==> config.mk <==
export PLATFORM = sky130hd
export DESIGN_NAME = branch_predictor
export DESIGN_NICKNAME = d
export VERILOG_FILES = /design/src/rtl/branch_predictor.sv
export SDC_FILE = /design/constraint.sdc
export NUM_CORES = 2
export LEC_CHECK = 0
export ABC_CLOCK_PERIOD_IN_PS = 26300
export CORE_UTILIZATION = 40
export DETAILED_ROUTE_END_ITERATION = 7
export PLACE_DENSITY_LB_ADDON = 0.2
export SLEW_MARGIN = 20
export SYNTH_ARGS = -nofsm -noshare
export SYNTH_HDL_FRONTEND = slang
export SYNTH_SLANG_ARGS = --single-unit
export TNS_END_PERCENT = 30
==> constraint.sdc <==
create_clock -name clk -period 26.3 [get_ports clk]
set_input_delay 6.575 -clock clk [delete_from_list [all_inputs] [get_ports clk]]
set_output_delay 6.575 -clock clk [all_outputs]
set_load 0.02 [all_outputs]
==> src/rtl/branch_predictor.sv <==
// Fetch-stage branch predictor: direct-mapped BTB with a 2-bit saturating direction counter per entry.
// Optional resolved-branch / mispredict statistics counters are enabled by defining BP_STATS_EN.
module branch_predictor #(
    parameter int IDX_BITS = 4,
    parameter int TAG_BITS = 8
) (
    input  logic        clk,
    input  logic        reset,
    input  logic [31:0] pcF,
    output logic        pred_taken,
    output logic [31:0] pred_target,
    input  logic        upd_valid,
    input  logic [31:0] upd_pc,
    input  logic        upd_taken,
    input  logic [31:0] upd_target,
    input  logic        upd_pred_taken,
    input  logic [31:0] upd_pred_target,
    output logic        mispredict,
    output logic [31:0] redirect_pc,
    output logic [31:0] branch_cnt,
    output logic [31:0] mispred_cnt
);

    localparam int ENTRIES = 1 << IDX_BITS;

    logic                validArr  [ENTRIES];
    logic [TAG_BITS-1:0] tagArr    [ENTRIES];
    logic [31:0]         targetArr [ENTRIES];
    logic [1:0]          ctrArr    [ENTRIES];

    logic [IDX_BITS-1:0] fIdx, uIdx;
    logic [TAG_BITS-1:0] fTag, uTag;
    logic                fHit, uHit;

    function automatic logic [1:0] satInc(input logic [1:0] c);
        return (c == 2'b11) ? c : c + 2'b01;
    endfunction

    function automatic logic [1:0] satDec(input logic [1:0] c);
        return (c == 2'b00) ? c : c - 2'b01;
    endfunction

    assign fIdx = pcF[IDX_BITS+1:2];
    assign fTag = pcF[IDX_BITS+TAG_BITS+1:IDX_BITS+2];
    assign uIdx = upd_pc[IDX_BITS+1:2];
    assign uTag = upd_pc[IDX_BITS+TAG_BITS+1:IDX_BITS+2];

    assign fHit = validArr[fIdx] && (tagArr[fIdx] == fTag);
    assign uHit = validArr[uIdx] && (tagArr[uIdx] == uTag);

    // pcF==0 marks a fetch bubble and must never steer fetch.
    assign pred_taken  = fHit && ctrArr[fIdx][1] && (pcF != 32'd0);
    assign pred_target = pred_taken ? targetArr[fIdx] : pcF + 32'd4;

    assign mispredict = upd_valid &&
                        ((upd_taken != upd_pred_taken) ||
                         (upd_taken && upd_pred_taken && (upd_target != upd_pred_target)));

    // Not-taken recovery skips the delay slot.
    always_comb begin
        redirect_pc = 32'd0;
        if (mispredict)
            redirect_pc = upd_taken ? upd_target : upd_pc + 32'd8;
    end

    always_ff @(posedge clk or posedge reset) begin
        if (reset) begin
            for (int i = 0; i < ENTRIES; i++) begin
                validArr[i]  <= 1'b0;
                tagArr[i]    <= '0;
                targetArr[i] <= 32'd0;
                ctrArr[i]    <= 2'b01;
            end
        end else if (upd_valid) begin
            if (uHit) begin
                ctrArr[uIdx] <= upd_taken ? satInc(ctrArr[uIdx]) : satDec(ctrArr[uIdx]);
                if (upd_taken)
                    targetArr[uIdx] <= upd_target;
            end else if (upd_taken) begin
                // Allocation evicts whatever occupied this index.
                validArr[uIdx]  <= 1'b1;
                tagArr[uIdx]    <= uTag;
                targetArr[uIdx] <= upd_target;
                ctrArr[uIdx]    <= 2'b10;
            end
        end
    end

`ifdef BP_STATS_EN
    always_ff @(posedge clk or posedge reset) begin
        if (reset) begin
            branch_cnt  <= 32'd0;
            mispred_cnt <= 32'd0;
        end else begin
            if (upd_valid)
                branch_cnt <= branch_cnt + 32'd1;
            if (mispredict)
                mispred_cnt <= mispred_cnt + 32'd1;
        end
    end
`else
    assign branch_cnt  = 32'd0;
    assign mispred_cnt = 32'd0;
`endif

endmodule

Word-level counts from Yosys, hierarchy flattened
Cells that the tools add are included.
{"block": "totals", "reg_bits": 688, "latchBits": 0, "mem_bits_rw": 0, "romBits": 0, "in_bits": 133, "out_inout_bits": 130, "word_cells": 138, "n_memories": 0}
{"block": "classes", "n_addsub": 4, "multipliers": 0, "div": 0, "magnitude_cmp": 3, "n_eq_ne": 5, "n_shift": 0, "n_mux": 40, "n_bitwise": 7, "n_reduce_logical": 15}
{"cell": "512-bit bitwise mux", "count": 1}
{"cell": "32-bit two-way mux", "count": 8}
{"cell": "32-bit binary-select mux with 4-bit select", "count": 1}
{"cell": "128-bit bitwise mux", "count": 1}
{"cell": "32-bit demux with 4-bit select", "count": 1}
{"cell": "8-bit binary-select mux with 4-bit select", "count": 2}
{"cell": "8-bit two-way mux", "count": 5}
{"cell": "32-bit by 3-bit adder with 32-bit output (second input constant)", "count": 1}
{"cell": "32-bit by 4-bit adder with 32-bit output (second input constant)", "count": 1}
{"cell": "32-bit bitwise mux", "count": 1}
{"cell": "8-bit demux with 4-bit select", "count": 1}
{"cell": "32-bit inequality test", "count": 1}
{"cell": "16-bit bitwise OR", "count": 2}
{"cell": "32-bit nonzero test", "count": 1}
{"cell": "16-bit bitwise AND", "count": 1}
{"cell": "2-bit binary-select mux with 4-bit select", "count": 2}
{"cell": "8-bit equality test", "count": 2}
{"cell": "2-bit two-way mux", "count": 8}
{"cell": "16-bit inverter", "count": 1}
{"cell": "5-bit greater-or-equal comparator (second input constant)", "count": 2}
{"cell": "4-bit inverter with 5-bit output", "count": 2}
{"cell": "1-bit binary-select mux with 4-bit select", "count": 2}
{"cell": "2-bit demux with 4-bit select", "count": 1}
{"cell": "1-bit logical AND", "count": 8}
{"cell": "13 further kinds", "count": 18}

Logic depth before layout (Yosys ltp)
{"block": "depth", "depth_word": 9, "mapped_depth": 15, "ltp_nobuf": 8}

Worst setup path after synthesis
Ideal clock, no wire load.
{"block": "synth_path", "path_type": "in2out", "from": "input port pcF[3]", "to": "output port pred_target[10]", "arrival_ns": 9.394, "t_required_ns": 19.725, "setup_slack_ns": 10.331, "path_stages": 15, "n_path_buf": 7, "cell_sequence": "buf_4 buf_2 buf_2 buf_4 buf_4 buf_1 inv_1 ha_1 nor4b_1 nand4_1 o21ai_0 nor3_1 nand3_1 buf_2 mux2_2"}
{"block": "synth_between", "elab_chain_len": 9, "elab_cells_between_ends": 20, "cone_classes": "add/sub (1); eq/ne (1); mux (13); bitwise (1); reduce/logical (4)"}
{"item": "start, declared", "line": "9", "rtl": "input logic [31:0] pcF,"}
{"item": "4-bit inverter with 5-bit output (implied by the code)", "line": "48, 52, 53"}
{"item": "8-bit binary-select mux with 4-bit select", "line": "48", "rtl": "assign fHit = validArr[fIdx] && (tagArr[fIdx] == fTag);"}
{"item": "8-bit two-way mux (implied by the code) (2 in series)", "line": "48"}
{"item": "8-bit equality test", "line": "48"}
{"item": "1-bit logical AND", "line": "48"}
{"item": "1-bit logical AND (2 in series)", "line": "52", "rtl": "assign pred_taken = fHit && ctrArr[fIdx][1] && (pcF != 32'd0);"}
{"item": "32-bit two-way mux (*)", "line": "53", "rtl": "assign pred_target = pred_taken ? targetArr[fIdx] : pcF + 32'd4;"}
{"item": "end, declared", "line": "11", "rtl": "output logic [31:0] pred_target,"}
Every way passes the cells marked *; elsewhere a longest branch is shown, timed or not. The select of a mux whose other input is x is not followed.

Worst setup path in the final report
{"block": "layout_path", "from": "input port upd_target[7]", "to": "output port redirect_pc[2]"}
{"block": "layout_between", "elab_chain_len": 5}
{"item": "start, declared", "line": "15", "rtl": "input logic [31:0] upd_target,"}
{"item": "32-bit inequality test", "line": "57", "rtl": "(upd_taken && upd_pred_taken && (upd_target != upd_pred_target)));"}
{"item": "1-bit logical AND", "line": "57"}
{"item": "1-bit logical OR", "line": "56", "rtl": "((upd_taken != upd_pred_taken) ||"}
{"item": "1-bit logical AND", "line": "55", "rtl": "assign mispredict = upd_valid &&"}
{"item": "32-bit two-way mux", "line": "62", "rtl": "if (mispredict)"}
{"item": "end, declared", "line": "19", "rtl": "output logic [31:0] redirect_pc,"}
Every way passes these cells.

==> impl_results.md <==
- Worst Hold Class: reg -> reg
- CTS tree: yes
- First-pass GRT wire length: between 150 and 200 mm
- Async set-reset flop share out of synthesis: 1.000
- Hold Vio Cnt, Final: 0
- Avg Cell Area, Syn: between 10 and 15 sq um
- IO Count: 263
- Height of the die: 302.6 microns
- Synth area leaders: dfrtp_1, mux2_2, mux4_2, mux2_4, xnor2_1
- Status: completed
- Fin crit share: 0.6885
- Placer Congestion: 0.8857
- Max-slew violations: 0
- Wirelength per Cell: ~29 microns
- Synth top area share: 0.4652
- Post-layout worst setup margin: 8.192 ns
- Antenna Nets Post-Route: 0
- Initial core utilization: 0.4065
- Reg2Reg Launch Point: tagArr[51]$_DFFE_PP0P_
- Via count: 22627
- Synthesized cell area: approximately 0.036 sq mm
- Area of the multi-input gates: ~0.018 sq mm
- RSZ-0062 raised after global routing: false
- Clk_lat worst skew: 0.62 ns
- Drt initial violations: between 1500 and 2000
- CTS max path bufs: 3
- Post-Place Setup Slack: just under 8 ns
- Synth Register Bits: just under 700
- Worst-path maximum fanout: 19
- Die area: roughly 0.092 sq mm
- Share of cells above drive strength 1: 0.4333
- Fin nets: 2755
- Leading area contributor after synthesis: dfrtp_1
- Largest net degree at the start of global routing: between 150 and 200
- Hold buffer count at CTS: 0
- HP Start: ctrArr[22]$_DFFE_PP1P_
- Initial antenna violation count: 6
- Worst-path clk slew: 0.05 ns
- Clock sink count: between 600 and 700
- CTS buffer count: 76
- Distinct cells, synth: 65
- Area grow syn2layout: 14.59%
- Worst slew pin tran: between 1 and 1.5 ns
- WP data arrival: between 10 and 15 ns
- Htree depth: 3
- Layout fillers: just under 8000
- Maximum Capacitance Violations: 0
- Storage element area: approximately 0.017 sq mm
- Peak supply drop: around 0.037 mV
- Post-CTS setup buffers: 0
- Die width: a little over 300 microns
- TritonRoute pass-1 iters: 5
- Startpoint Class: input port
- Core area: approximately 0.09 sq mm
- Shortest period the worst path allows: 18.11 ns
- Grt total ovfl: 0
- TNS Setup: 0 ns
- CP required: between 15 and 20 ns
- Setup CP Type: in -> out
- Clock skew: about 0.022 ns
- PD cells: 73.69 mW/mm^2
- IO Port Bufs: a little under 200
- Root cell of the clock tree: clkbuf_16
- Vias/cell: roughly 5.9
- Setup crit end kind: primary output
- P_leak: between 15 and 20 nW
- F_max: between 50 and 60 MHz
- Most common cell in the netlist: dfrtp_1
- Post-Route WL: around 110 mm
- Post-synth EDFFs: 0
- Max_slew headroom: 0.2648
- Power, Total: just over 3 mW
- CTS resizes: 0
- Gr usage total: 0.2421
- Detailed-route DRC error count: 0
- Num rows: roughly 110
- Final setup viols: 0
- Worst setup path startpoint: upd_target[7]
- Vias in the first global route: about 24000
- Sequential fraction of the synthesis area: 0.4768
- Post-detail-place hpwl: about 69 mm
- Top cells by count, synth: dfrtp_1, mux2_2, mux4_2, clkbuf_1, nor2_1
- Main synth FF type: dfrtp_1
- Syn Inst Count: 2515
- Number of synthesis warnings: 0
where the power goes:
| group | internal [mW] | leakage, nW | switching [mW] | total [mW] |
|---|---|---|---|---|
| clock | 0.641 | 1.25 | 0.437 | 1.08 |
| sequential | 1.26 | 8.74 | 0.111 | 1.37 |
| combinational | 0.346 | 7.78 | 0.258 | 0.604 |
path summary, 6_finish.rpt:
path | end | slack [ns] | cells past startpoint
max in group asynchronous | targetArr[350]$_DFFE_PP0P_ | 17.38 | 5
min in group asynchronous | targetArr[355]$_DFFE_PP0P_ | 6.57 | 2
setup / recovery | redirect_pc[2] | 8.19 | 9
hold reg to reg | ctrArr[22]$_DFFE_PP1P_ | 0.47 | 2
hold / removal | ctrArr[22]$_DFFE_PP1P_ | 0.47 | 2
setup reg to reg | validArr[13]$_DFFE_PP0P_ | 22.59 | 7
cell families (layout without fill, tap and decap cells):
family / Yosys count / count (layout) / share of synthesized area
AOI/OAI and AO/OA: 121 / 121 / 0.02693
xor gates and xnor gates: 107 / 107 / 0.02592
adders and majority gates: 6 / 6 / 0.002007
buffers and inverters: 320 / 417 / 0.04434
DFF: 688 / 688 / 0.4768
muxes: 963 / 963 / 0.3817
other: 1 / 66 / 0.0001037
and+or+nand+nor: 309 / 309 / 0.04216
metrics by stage:
stage | area [sq um] | cells | utilization | hold slack [ns]
after floorplan | 36390 | 2578 | - | 0.4503
after global placement | 38860 | 3704 | 0.4370 | 0.4643
after detailed placement | 38860 | 3704 | 0.4370 | 0.4654
after CTS | 41380 | 3839 | 0.4654 | 0.4769
after global routing | 41420 | 3842 | 0.4659 | 0.4894
final | 41420 | 3842 | 0.4659 | 0.4738
per-layer routing:
layer | vias up | global-route usage | part of all wire
li1 | 9380 | - | -
met1 | 12303 | 0.3240 | 0.42
met2 | 760 | 0.3987 | 0.49
met3 | 182 | 0.04404 | 0.060
met4 | 2 | 0.07837 | 0.029
met5 | - | 0 | 0.00012
cell type report:
class                   count  area share
flip-flops and latches    688      0.4161
multi-input cells        1570      0.4258
repair buffers            255     0.05935
clock inverters            18    0.005316
diodes                      2   0.0001208
inverters                  27    0.002628
clock buffers             117     0.05552
well taps                1165     0.03519
state kept, by name (all words and copies together) (netlist names):
signal     count
tagArr       128
validArr      16
targetArr    512
ctrArr        32
placed cells by master, fill, tap and decap left out, types with 18 or more instances in the layout:
cell type / n
nor2_1: 82
mux2_4: 65
nand4_1: 26
clkbuf_16: 79
inv_1: 24
mux2_2: 610
a21oi_1: 28
xnor2_1: 71
mux2i_1: 44
buf_4: 54
nand3_1: 30
conb_1: 64
nand2_1: 70
xor2_1: 36
clkbuf_1: 20
clkbuf_8: 18
clkdlybuf4s50_1: 191
mux4_2: 227
o21ai_0: 21
dfrtp_1: 672
critical path: stages:
cell and delay, ns:
clkdlybuf4s50_1 0.80, xnor2_1 0.86, nand4_1 0.45, nor4_1 0.84, a21boi_0 0.31, o21ai_4 0.59, buf_4 0.40, nor2_1 0.09
clkdlybuf4s50_1 0.56
Note: power is estimated with default switching activity, not from simulation.
